File: config.mk
export PLATFORM = sky130hd
export DESIGN_NAME = fifo_wr_arb
export DESIGN_NICKNAME = d
export VERILOG_FILES = /design/src/rtl/fifo_wr_arb.sv
export SDC_FILE = /design/constraint.sdc
export NUM_CORES = 1
export LEC_CHECK = 0
export ABC_AREA = 1
export CAP_MARGIN = 20
export CORE_MARGIN = 3
export CORE_UTILIZATION = 30
export DETAILED_ROUTE_END_ITERATION = 10
export GPL_ROUTABILITY_DRIVEN = 0
export GPL_TIMING_DRIVEN = 0
export SYNTH_ARGS = -nofsm -noshare
export SYNTH_HDL_FRONTEND = slang
export SYNTH_SLANG_ARGS = --single-unit
File: constraint.sdc
create_clock -name clk -period 4.05 [get_ports clk]
set_input_delay 0.6075 -clock clk [delete_from_list [all_inputs] [get_ports clk]]
set_output_delay 0.6075 -clock clk [all_outputs]
set_load 0.01 [all_outputs]
File: src/rtl/fifo_wr_arb.sv
// Round-robin write arbiter in front of a syn_fifo, tracking occupancy so writes never overflow.
// Optional grant/stall statistics counters are enabled by defining FIFO_WR_ARB_STATS_EN.
module fifo_wr_arb #(
    parameter int NREQ = 4,
    parameter int WID  = 32,
    parameter int DEP  = 8
) (
    input  logic                      clk,
    input  logic                      rst,
    input  logic [NREQ-1:0]           req_i,
    input  logic [NREQ*WID-1:0]       data_i,
    output logic [NREQ-1:0]           gnt_o,
    input  logic                      fifo_rd_i,
    input  logic                      fifo_empty_i,
    output logic                      fifo_wr_o,
    output logic [WID-1:0]            fifo_wdata_o,
    output logic [$clog2(DEP):0]      level_o,
    output logic                      full_o
`ifdef FIFO_WR_ARB_STATS_EN
    ,
    output logic [NREQ*16-1:0]        grant_cnt_o,
    output logic [15:0]               stall_cnt_o
`endif
);

    localparam int          PW    = (NREQ > 1) ? $clog2(NREQ) : 1;
    localparam int          LW    = $clog2(DEP) + 1;
    localparam int unsigned NR    = NREQ;
    localparam logic [LW-1:0] DEP_L = LW'(DEP);

    typedef enum logic [1:0] {
        IDLE,
        RUN,
        STALL
    } state_t;

    state_t          state_q, state_d;
    logic [PW-1:0]   ptr_q;
    logic [LW-1:0]   level_q, level_d;
    logic            wr_q;
    logic [WID-1:0]  wdata_q;

    logic            full;
    logic            grant_en;
    logic            found;
    logic [PW-1:0]   cand;
    logic [PW-1:0]   gnt_idx;
    logic [NREQ-1:0] gnt;
    logic            any_gnt;
    logic            rd_ok;

    assign full = (level_q == DEP_L);

    // Search order starts just after the last winner; reset is folded in so gnt_o drops asynchronously.
    always_comb begin
        gnt      = '0;
        gnt_idx  = ptr_q;
        found    = 1'b0;
        cand     = '0;
        grant_en = rst && !full && (state_q != STALL);
        for (int unsigned i = 1; i <= NR; i++) begin
            cand = PW'((32'(ptr_q) + i) % NR);
            if (grant_en && !found && req_i[cand]) begin
                gnt[cand] = 1'b1;
                gnt_idx   = cand;
                found     = 1'b1;
            end
        end
    end

    assign any_gnt = |gnt;
    assign rd_ok   = fifo_rd_i && !fifo_empty_i && (level_q != '0);

    always_comb begin
        level_d = level_q;
        case ({any_gnt, rd_ok})
            2'b10:   level_d = level_q + 1'b1;
            2'b01:   level_d = level_q - 1'b1;
            default: level_d = level_q;
        endcase
    end

    // Transitions look at the next level so STALL coincides exactly with a full count.
    always_comb begin
        state_d = state_q;
        case (state_q)
            IDLE: begin
                if (req_i != '0)
                    state_d = (level_d == DEP_L) ? STALL : RUN;
            end
            RUN: begin
                if (level_d == DEP_L)
                    state_d = STALL;
                else if (req_i == '0)
                    state_d = IDLE;
            end
            STALL: begin
                if (level_d != DEP_L)
                    state_d = (req_i != '0) ? RUN : IDLE;
            end
            default: state_d = IDLE;
        endcase
    end

    always_ff @(posedge clk or negedge rst) begin
        if (!rst) begin
            state_q <= IDLE;
            ptr_q   <= PW'(NREQ - 1);
            level_q <= '0;
            wr_q    <= 1'b0;
            wdata_q <= '0;
        end else begin
            state_q <= state_d;
            level_q <= level_d;
            wr_q    <= any_gnt;
            if (any_gnt) begin
                ptr_q   <= gnt_idx;
                wdata_q <= data_i[32'(gnt_idx)*WID +: WID];
            end
        end
    end

    assign gnt_o        = gnt;
    assign fifo_wr_o    = wr_q;
    assign fifo_wdata_o = wdata_q;
    assign level_o      = level_q;
    assign full_o       = full;

`ifdef FIFO_WR_ARB_STATS_EN
    logic [15:0] stall_q;

    for (genvar k = 0; k < NREQ; k++) begin : g_gcnt
        logic [15:0] cnt_q;
        always_ff @(posedge clk or negedge rst) begin
            if (!rst)
                cnt_q <= '0;
            else if (gnt[k] && (cnt_q != '1))
                cnt_q <= cnt_q + 1'b1;
        end
        assign grant_cnt_o[k*16 +: 16] = cnt_q;
    end

    always_ff @(posedge clk or negedge rst) begin
        if (!rst)
            stall_q <= '0;
        else if ((req_i != '0) && !any_gnt && (stall_q != '1))
            stall_q <= stall_q + 1'b1;
    end

    assign stall_cnt_o = stall_q;
`endif

endmodule

==> flow_metrics.tcl, run 1 <==
set metrics [dict create \
    dpl.hpwl_um 10800 \
    drc_errors 0 \
    drive_gt1_share_pct 10.9 \
    required_ns 4.23 \
    dr.first_iter.drc_count 267 \
    fin_nets 953 \
    areaGrowthSynthToFinish_pct 60.2 \
    grt_usage_pct 19.0 \
    power.density_mw_per_mm2 986 \
    status "finished clean" \
    critPathKind "flip-flop to flip-flop" \
    synthesis.area_mm2 0.00376 \
    netlist.area_leader.share_pct 34.0 \
    hold_buffers 0 \
    synth_edf_count 0 \
    grt_pass1_vias 4335 \
    vdd_drop_max_mv 0.354 \
    yosys.area_share.simple_pct 57.3 \
    path_max_fanout 11 \
    placed_cells 959 \
    synth-seq-cells 41 \
    core_mm2 0.0121 \
    insertion_delay_ns 0.29 \
    grt_max_degree 37 \
    netlist_instances 613 \
    met2WireLength_um 6550 \
    synth_top_family_by_area "simple AND/OR/NAND/NOR gates" \
    design_power_total_uw 5930 \
    finalSetupViolations 0 \
    hold_class "input pin to async pin" \
    synth_compound_area_share_pct 1.03 \
    port_buffers 177 \
    fmax_ghz 0.264 \
    synth_area_leaders "nand2_1 (34%), dfrtp_1 (26%), nand3_1 (15%)" \
    antenna_found_initial 0 \
    grt_pass1_wl_um 22000 \
    met1_length_um 6110 \
    die-area_mm2 0.0139 \
    worst_ep_arrival_time_ns 3.96 \
    synth_ff_type "dfrtp_1" \
    power.leakage_uw 0.00311 \
    cts-root-buf "clkbuf_16" \
    start_kind "flip-flop" \
    first_pass_iters 5 \
    vias_per_cell 4.58 \
    dieWidth_um 118 \
    worst_pin_slew_ns 0.330 \
    maxUsedRoutingLayer "met4" \
    cts_sinks 41 \
    async_flop_share_pct 100 \
    yosysSeqAreaShare_pct 27.4 \
    yosysMostFrequentCell "nand2_1" \
    wirelength_um 13600 \
    yosys.area.top_type "nand2_1" \
    ys_warn_count 0 \
    syn_nets 761 \
    fin_crit_sh_pct 93.4 \
    synth_cell_types 32 \
    dpl_worst_slack_ns -0.0523 \
    muxShareOfSynthArea_pct 0 \
    synth.avg_cell_area_um2 6.13 \
    vias 4461 \
    wire_per_inst_um 14.0 \
    ioPinCount 178 \
    finalNonFillerCells 974 \
    cts_tree "built" \
    die_h_um 118 \
    wl_met3_um 766 \
    initial_utilization_pct 31.0 \
    clockBufferDepth 2 \
    fin_crit_ns 3.78 \
    synthXorXnorAreaFrac_pct 0.700 \
    antenna_cells 0 \
    gr-total-overflow 0 \
    skew_ns 0.00818 \
    final_max_slew_viol_count 0 \
    drv_cap 0 \
    htreeDepth 2 \
    worst_slack_ns 0.267 \
    cts_buffers 5 \
    cts.clk_slew.worst_paths_ns 0.06 \
    crit_path_end_kind "flip-flop" \
    synth_common_cells "nand2_1 (340), nand3_1 (116), dfrtp_1 (39)" \
    postRouteAntennaNets 0 \
    relSlewSlack_pct 77.8 \
    rows 40 \
    hold_viol 0 \
    synth_fa_ha_area_share_pct 4.20 \
]
## per-stage QoR
| stage | cell area [µm²] | util [%] | TNS, ns | hold slack [ns] |
|---|---|---|---|---|
| CTS | 5960 | 49.2 | 0 | 0.166 |
| floorplan | 3760 | - | 0 | 0.312 |
| detailed placement | 5750 | 47.5 | -0.0523 | 0.469 |
| finish | 6020 | 49.7 | 0 | 0.164 |
| global placement | 5740 | 47.4 | -16.18 | 0.495 |
| global route | 6020 | 49.7 | -0.0157 | 0.169 |
## placed cells by master (no fill, tap or decap), types with 7 or more instances in the layout
cell	n
nand2_1	340
clkdlybuf4s50_1	176
nand3_1	116
dfrtp_1	39
buf_4	18
buf_2	18
inv_1	15
ha_1	10
buf_6	8
nand3_2	7
## area by class of cell
type	count	area [µm²]
clock inverters	2	37.5
clock buffers	6	139
multi-input cells	513	2400
plain buffers	37	273
fillers	1275	6090
well taps	168	210
inverters	22	91.3
repair buffers	185	1840
flip-flops and latches	41	1030
## cells by family (layout without fill, tap and decap cells)
logic type               count (synthesis)  in the layout
AND/OR/NAND/NOR                        492            492
buffers and inverters                   59            252
flip-flops                              41             41
adder cells (fa/ha/maj)                 12             12
AO/OA/AOI/OAI                            6              6
XOR/XNOR                                 3              3
## state kept, by name, summed over array words and instances, names as in the netlist
| name | cells |
|---|---|
| fifo_wr_o | 1 |
| state_q | 2 |
| fifo_wdata_o | 32 |
| level_o | 4 |
| ptr_q | 2 |
## repair_timing
action,4_1_cts,5_1_grt
endpoints found under the setup margin,2,2
pin swaps,2,1
setup buffers,3,4
gates resized for setup,2,7
endpoints found under the hold margin,0,0
## worst max-delay path, cell delays in order (launching register included)
cell	delay (ns)
dfstp_2	0.55
buf_8	0.14
inv_4	0.08
ha_4	0.27
inv_4	0.09
nand3_1	0.12
nand2_4	0.14
nand2_4	0.09
nor2_4	0.15
nand2_1	0.07
nand2_1	0.06
inv_1	0.05
nand3_2	0.09
nor2_4	0.06
nand2_4	0.14
buf_6	0.16
inv_1	0.05
ha_1	0.22
ha_1	0.27
nand2_1	0.07
nand2_1	0.05
a21oi_1	0.16
nor2_1	0.06
nor2_1	0.14
xor2_1	0.20
nand2_1	0.10
nand3b_1	0.08
inv_1	0.04
## final timing paths
path | start | to | slack [ns] | cells after the start
min in group clk | fifo_wdata_o[16] | fifo_wdata_o[16] | 0.51 | 2
setup / recovery | ptr_q[0] | state_q[0] | 0.27 | 27
hold / removal | rst | fifo_wdata_o[18] | 0.16 | 1
hold reg to reg | fifo_wdata_o[16] | fifo_wdata_o[16] | 0.51 | 2
max in group asynchronous | rst | ptr_q[1] | 3.36 | 2
setup reg to reg | ptr_q[0] | state_q[0] | 0.27 | 27
## power breakdown
part / internal (µW) / leakage [µW] / switching [µW]
sequential: 651 / 0.000508 / 128
combinational: 1860 / 0.00252 / 2820
clock: 308 / 0.0000831 / 168
## routing by layer
metal  up-vias  GRT usage (%)
met3        13           3.60
met5         -              0
met1      2006           25.0
li1       2318              -
met2       124           32.6
met4         0           3.74
(Power assumes the default switching activity.)
==> run 2, diff against run 1 <==
- CORE_MARGIN: 3 -> unset
- CTS_CLUSTER_SIZE: unset -> 8
==> flow_metrics.tcl, run 2 (synthesis gave the netlist of run 1 again) <==
set metrics [dict create \
    drive_gt1_share_pct 11.5 \
    final_cell_mix "nand2_1 (340), clkdlybuf4s50_1 (176), nand3_1 (116), dfrtp_1 (39), buf_4 (22)" \
    vias 4526 \
    critPathKind "flip-flop to flip-flop" \
    status "finished clean" \
    port_buffers 177 \
    wire_per_inst_um 13.5 \
    pwr-share-clk_pct 7.9 \
    insertion_delay_ns 0.28 \
    ioPinCount 178 \
    design_power_total_uw 5970 \
    combPwrFrac_pct 78.9 \
    drv_cap 0 \
    first_pass_iters 4 \
    hold_viol 0 \
    largest_reg_flops 32 \
    areaGrowthSynthToFinish_pct 60.8 \
    skew_ns 0.00432 \
    fin_crit_sh_pct 92.4 \
    crit_buf_inv 8 \
    power_switching_uw 3110 \
    cts.clk_slew.worst_paths_ns 0.06 \
    fillers 1261 \
    internal_power_uw 2860 \
    die_h_um 114 \
    die-area_mm2 0.0130 \
    switching_share_pct 52.1 \
    postRouteAntennaNets 0 \
    wirelength_um 13200 \
    grt_pass1_wl_um 21200 \
    crit_path_end_kind "flip-flop" \
    grt_pass1_vias 4490 \
    rsz0062_at_grt "false" \
    rows 40 \
    antenna_found_initial 0 \
    power.leakage_uw 0.00313 \
    grt_max_degree 41 \
    layout_commonest_cell "nand2_1" \
    cts_sinks 41 \
    vias_per_cell 4.63 \
    htreeDepth 2 \
    grt_usage_pct 20.3 \
    initial_utilization_pct 31.0 \
    fmax_ghz 0.267 \
    setup_tns_ns 0 \
    holdWs_ns 0.134 \
    relSlewSlack_pct 77.9 \
    critical-path-top-delay-family "simple AND/OR/NAND/NOR gates" \
    final_util_pct 49.9 \
    cts_tree "built" \
    fin_nets 957 \
    cts_buffers 5 \
    worst_pin_slew_ns 0.329 \
    worst_ep_arrival_time_ns 3.92 \
    core_mm2 0.0121 \
    hold_buffers 0 \
    start_kind "flip-flop" \
    critPathSlowestCell "dfstp_2" \
    drc_errors 0 \
    antenna_cells 0 \
    finalSetupViolations 0 \
    clockBufferDepth 2 \
    path_max_fanout 11 \
    dieWidth_um 114 \
    hold_class "input pin to async pin" \
    cts-root-buf "clkbuf_16" \
    gr-total-overflow 0 \
    fin_crit_ns 3.74 \
    final_max_slew_viol_count 0 \
    slowest_delay_ns 0.55 \
    seq_power_share_pct 13.2 \
    dpl.hpwl_um 10500 \
    required_ns 4.23 \
    power.density_mw_per_mm2 989 \
    vdd_drop_max_mv 0.451 \
    dr.first_iter.drc_count 220 \
]
[run 2: what timing repair did]
| action | CTS | global route |
|---|---|---|
| pin swaps | 2 | 5 |
| gates resized for setup | 0 | 6 |
| setup endpoints to repair | 1 | 3 |
| buffers inserted | 2 | 9 |
[run 2: power by group through the flow]
stage | Sequential, µW | Clock [µW] | Combinational, µW
final | 786 | 472 | 4710
after global routing | 811 | 500 | 5350
after detailed placement | 800 | 0 | 4520
after CTS | 797 | 485 | 4590
after floorplan | 851 | 0 | 3070
after global placement | 793 | 0 | 4470
[run 2: through the flow]
stage,setup slack [ns],area (µm²),std cells
after floorplan,0.470,3760,613
after global placement,-1.40,5740,958
after detailed placement,0.00635,5750,959
after CTS,0.0153,5940,969
after global routing,0.00354,6040,978
final,0.309,6040,978
[run 2: per-layer routing]
metal  track usage, %  vias up  part of all wire (%)
met4             5.89        0                   2.1
li1                 -     2322                     -
met5                0        -                     0
met2             34.6      155                    48
met3             4.14       18                   6.4
met1             25.9     2031                    43
[run 2: cell type report]
type / count / area (µm²) / area share (%)
inverters: 22 / 88.8 / 1.47
clock buffers: 6 / 139 / 2.30
clock inverters: 2 / 37.5 / 0.622
plain buffers: 37 / 273 / 4.52
flip-flops and latches: 41 / 1030 / 17.0
repair buffers: 189 / 1870 / 31.0
well taps: 168 / 210 / 3.48
multi-input cells: 513 / 2390 / 39.6
[run 2: worst paths after layout]
path                       cells past startpoint       startpoint  slack [ns]                to
max                                           26         ptr_q[0]        0.31        state_q[0]
min                                            1              rst        0.13  fifo_wdata_o[21]
max reg2reg                                   26         ptr_q[0]        0.31        state_q[0]
min reg2reg                                    2  fifo_wdata_o[2]        0.51   fifo_wdata_o[2]
max in group asynchronous                      2              rst        3.44          ptr_q[1]
min in group clk                               2  fifo_wdata_o[2]        0.51   fifo_wdata_o[2]
==> run 3, diff against run 2 <==
- RECOVER_POWER: unset -> 25
==> flow_metrics.tcl, run 3 (synthesis gave the netlist of run 1 again) <==
set metrics [dict create \
    die-area_mm2 0.0130 \
    cts_sinks 41 \
    fin_nets 957 \
    ioPinCount 178 \
    crit_buf_inv 8 \
    crit_path_end_kind "flip-flop" \
    power.density_mw_per_mm2 989 \
    drc_errors 0 \
    critical-path-top-delay-family "simple AND/OR/NAND/NOR gates" \
    vias_per_cell 4.63 \
    die_h_um 114 \
    start_kind "flip-flop" \
    wirelength_um 13200 \
    grt_usage_pct 20.3 \
    critPathSlowestCell "dfstp_2" \
    initial_utilization_pct 31.0 \
    dieWidth_um 114 \
    grt_pass1_wl_um 21200 \
    skew_ns 0.00432 \
    drive_gt1_share_pct 11.4 \
    fin_crit_ns 3.74 \
    required_ns 4.23 \
    setup_tns_ns 0 \
    fin_crit_sh_pct 92.4 \
    wire_per_inst_um 13.5 \
    dpl_worst_slack_ns 0.00635 \
    worst-r2r-setup-slack_ns 0.31 \
    slowest_delay_ns 0.55 \
    insertion_delay_ns 0.28 \
    worst_pin_slew_ns 0.329 \
    rsz0062_at_grt "false" \
    areaGrowthSynthToFinish_pct 60.7 \
    worst_ep_arrival_time_ns 3.92 \
    dr.first_iter.drc_count 220 \
    clockBufferDepth 2 \
    combPwrFrac_pct 78.9 \
    hold_buffers 0 \
    worst_slack_ns 0.309 \
    critPathKind "flip-flop to flip-flop" \
    largest_reg_flops 32 \
    path_max_fanout 11 \
    first_pass_iters 4 \
    seq_power_share_pct 13.2 \
    core_mm2 0.0121 \
    postRouteAntennaNets 0 \
    hold_viol 0 \
    final_cell_mix "nand2_1 (340), clkdlybuf4s50_1 (176), nand3_1 (116), dfrtp_1 (39), buf_4 (22)" \
    rows 40 \
    grt_pass1_vias 4490 \
    antenna_cells 0 \
    vias 4526 \
    relSlewSlack_pct 77.9 \
    cts-root-buf "clkbuf_16" \
    layout_commonest_cell "nand2_1" \
    power_switching_uw 3110 \
    fmax_ghz 0.267 \
    internal_power_uw 2860 \
    power.leakage_uw 0.00312 \
    cts_buffers 5 \
    antenna_found_initial 0 \
    pwr-share-clk_pct 7.9 \
    vdd_drop_max_mv 0.451 \
    gr-total-overflow 0 \
    drv_cap 0 \
    cts.clk_slew.worst_paths_ns 0.06 \
    cts_tree "built" \
    finalSetupViolations 0 \
    port_buffers 177 \
    status "finished clean" \
    switching_share_pct 52.1 \
    dpl.hpwl_um 10500 \
    design_power_total_uw 5970 \
    final_max_slew_viol_count 0 \
    htreeDepth 2 \
    hold_class "input pin to async pin" \
    grt_max_degree 41 \
]
run 3: cell count changes in the layout (fill, tap and decap cells not counted), sizes merged:
cell / before / now
clkbuf: 6 / 7
buf: 50 / 49
run 3: power groups by stage:
stage	Clock, µW	Sequential [µW]	Combinational [µW]
floorplan	0	851	3070
global placement	0	793	4470
detailed placement	0	800	4520
CTS	485	797	4590
global route	500	811	5350
finish	472	786	4710
run 3: stage by stage:
stage	utilization, %	hold WS [ns]	cells	instance area (µm²)
floorplan	-	0.312	613	3760
global placement	47.4	0.495	958	5740
detailed placement	47.5	0.431	959	5750
CTS	49.1	0.127	969	5940
global route	49.8	0.177	978	6040
finish	49.8	0.182	978	6040
run 3: worst reg2reg max path, delay by kind of cell (launching register included):
family,cells,cell delay [ns]
AOI/OAI and AO/OA,1,0.11
xor gates and xnor gates,1,0.14
adders and majority gates,3,0.86
buffers and inverters,8,0.65
DFF,1,0.55
and+or+nand+nor,13,1.32
run 3: cell type report:
cell class / count / area [µm²]
sequential: 41 / 1030
timing repair buffer: 189 / 1870
inverter: 22 / 88.8
buffer: 37 / 273
clock buffer: 6 / 139
tap: 168 / 210
fill: 1262 / 6070
clock inverter: 2 / 37.5
multi-input combinational: 513 / 2390
run 3: path summary, 6_finish.rpt:
path / startpoint / to / cells after the start
worst max-delay path: ptr_q[0] / state_q[0] / 26
worst min-delay path: rst / fifo_wdata_o[21] / 1
worst max register to register: ptr_q[0] / state_q[0] / 26
worst min register to register: fifo_wdata_o[2] / fifo_wdata_o[2] / 2
max in group asynchronous: rst / ptr_q[1] / 2
min in group clk: fifo_wdata_o[2] / fifo_wdata_o[2] / 2
run 3: routing by layer:
layer | wire length [µm] | up-vias | GRT usage [%]
li1 | - | 2322 | -
met1 | 5750 | 2031 | 25.9
met2 | 6370 | 155 | 34.6
met3 | 847 | 18 | 4.14
met4 | 275 | 0 | 5.89
met5 | 0 | - | 0
run 3: timing repair:
| action | 4_1_cts | 5_1_grt |
|---|---|---|
| gates cloned | 0 | 0 |
| buffers inserted | 2 | 9 |
| gates resized for setup | 0 | 6 |
| endpoints found under the setup margin | 1 | 3 |
| pin swaps | 2 | 5 |
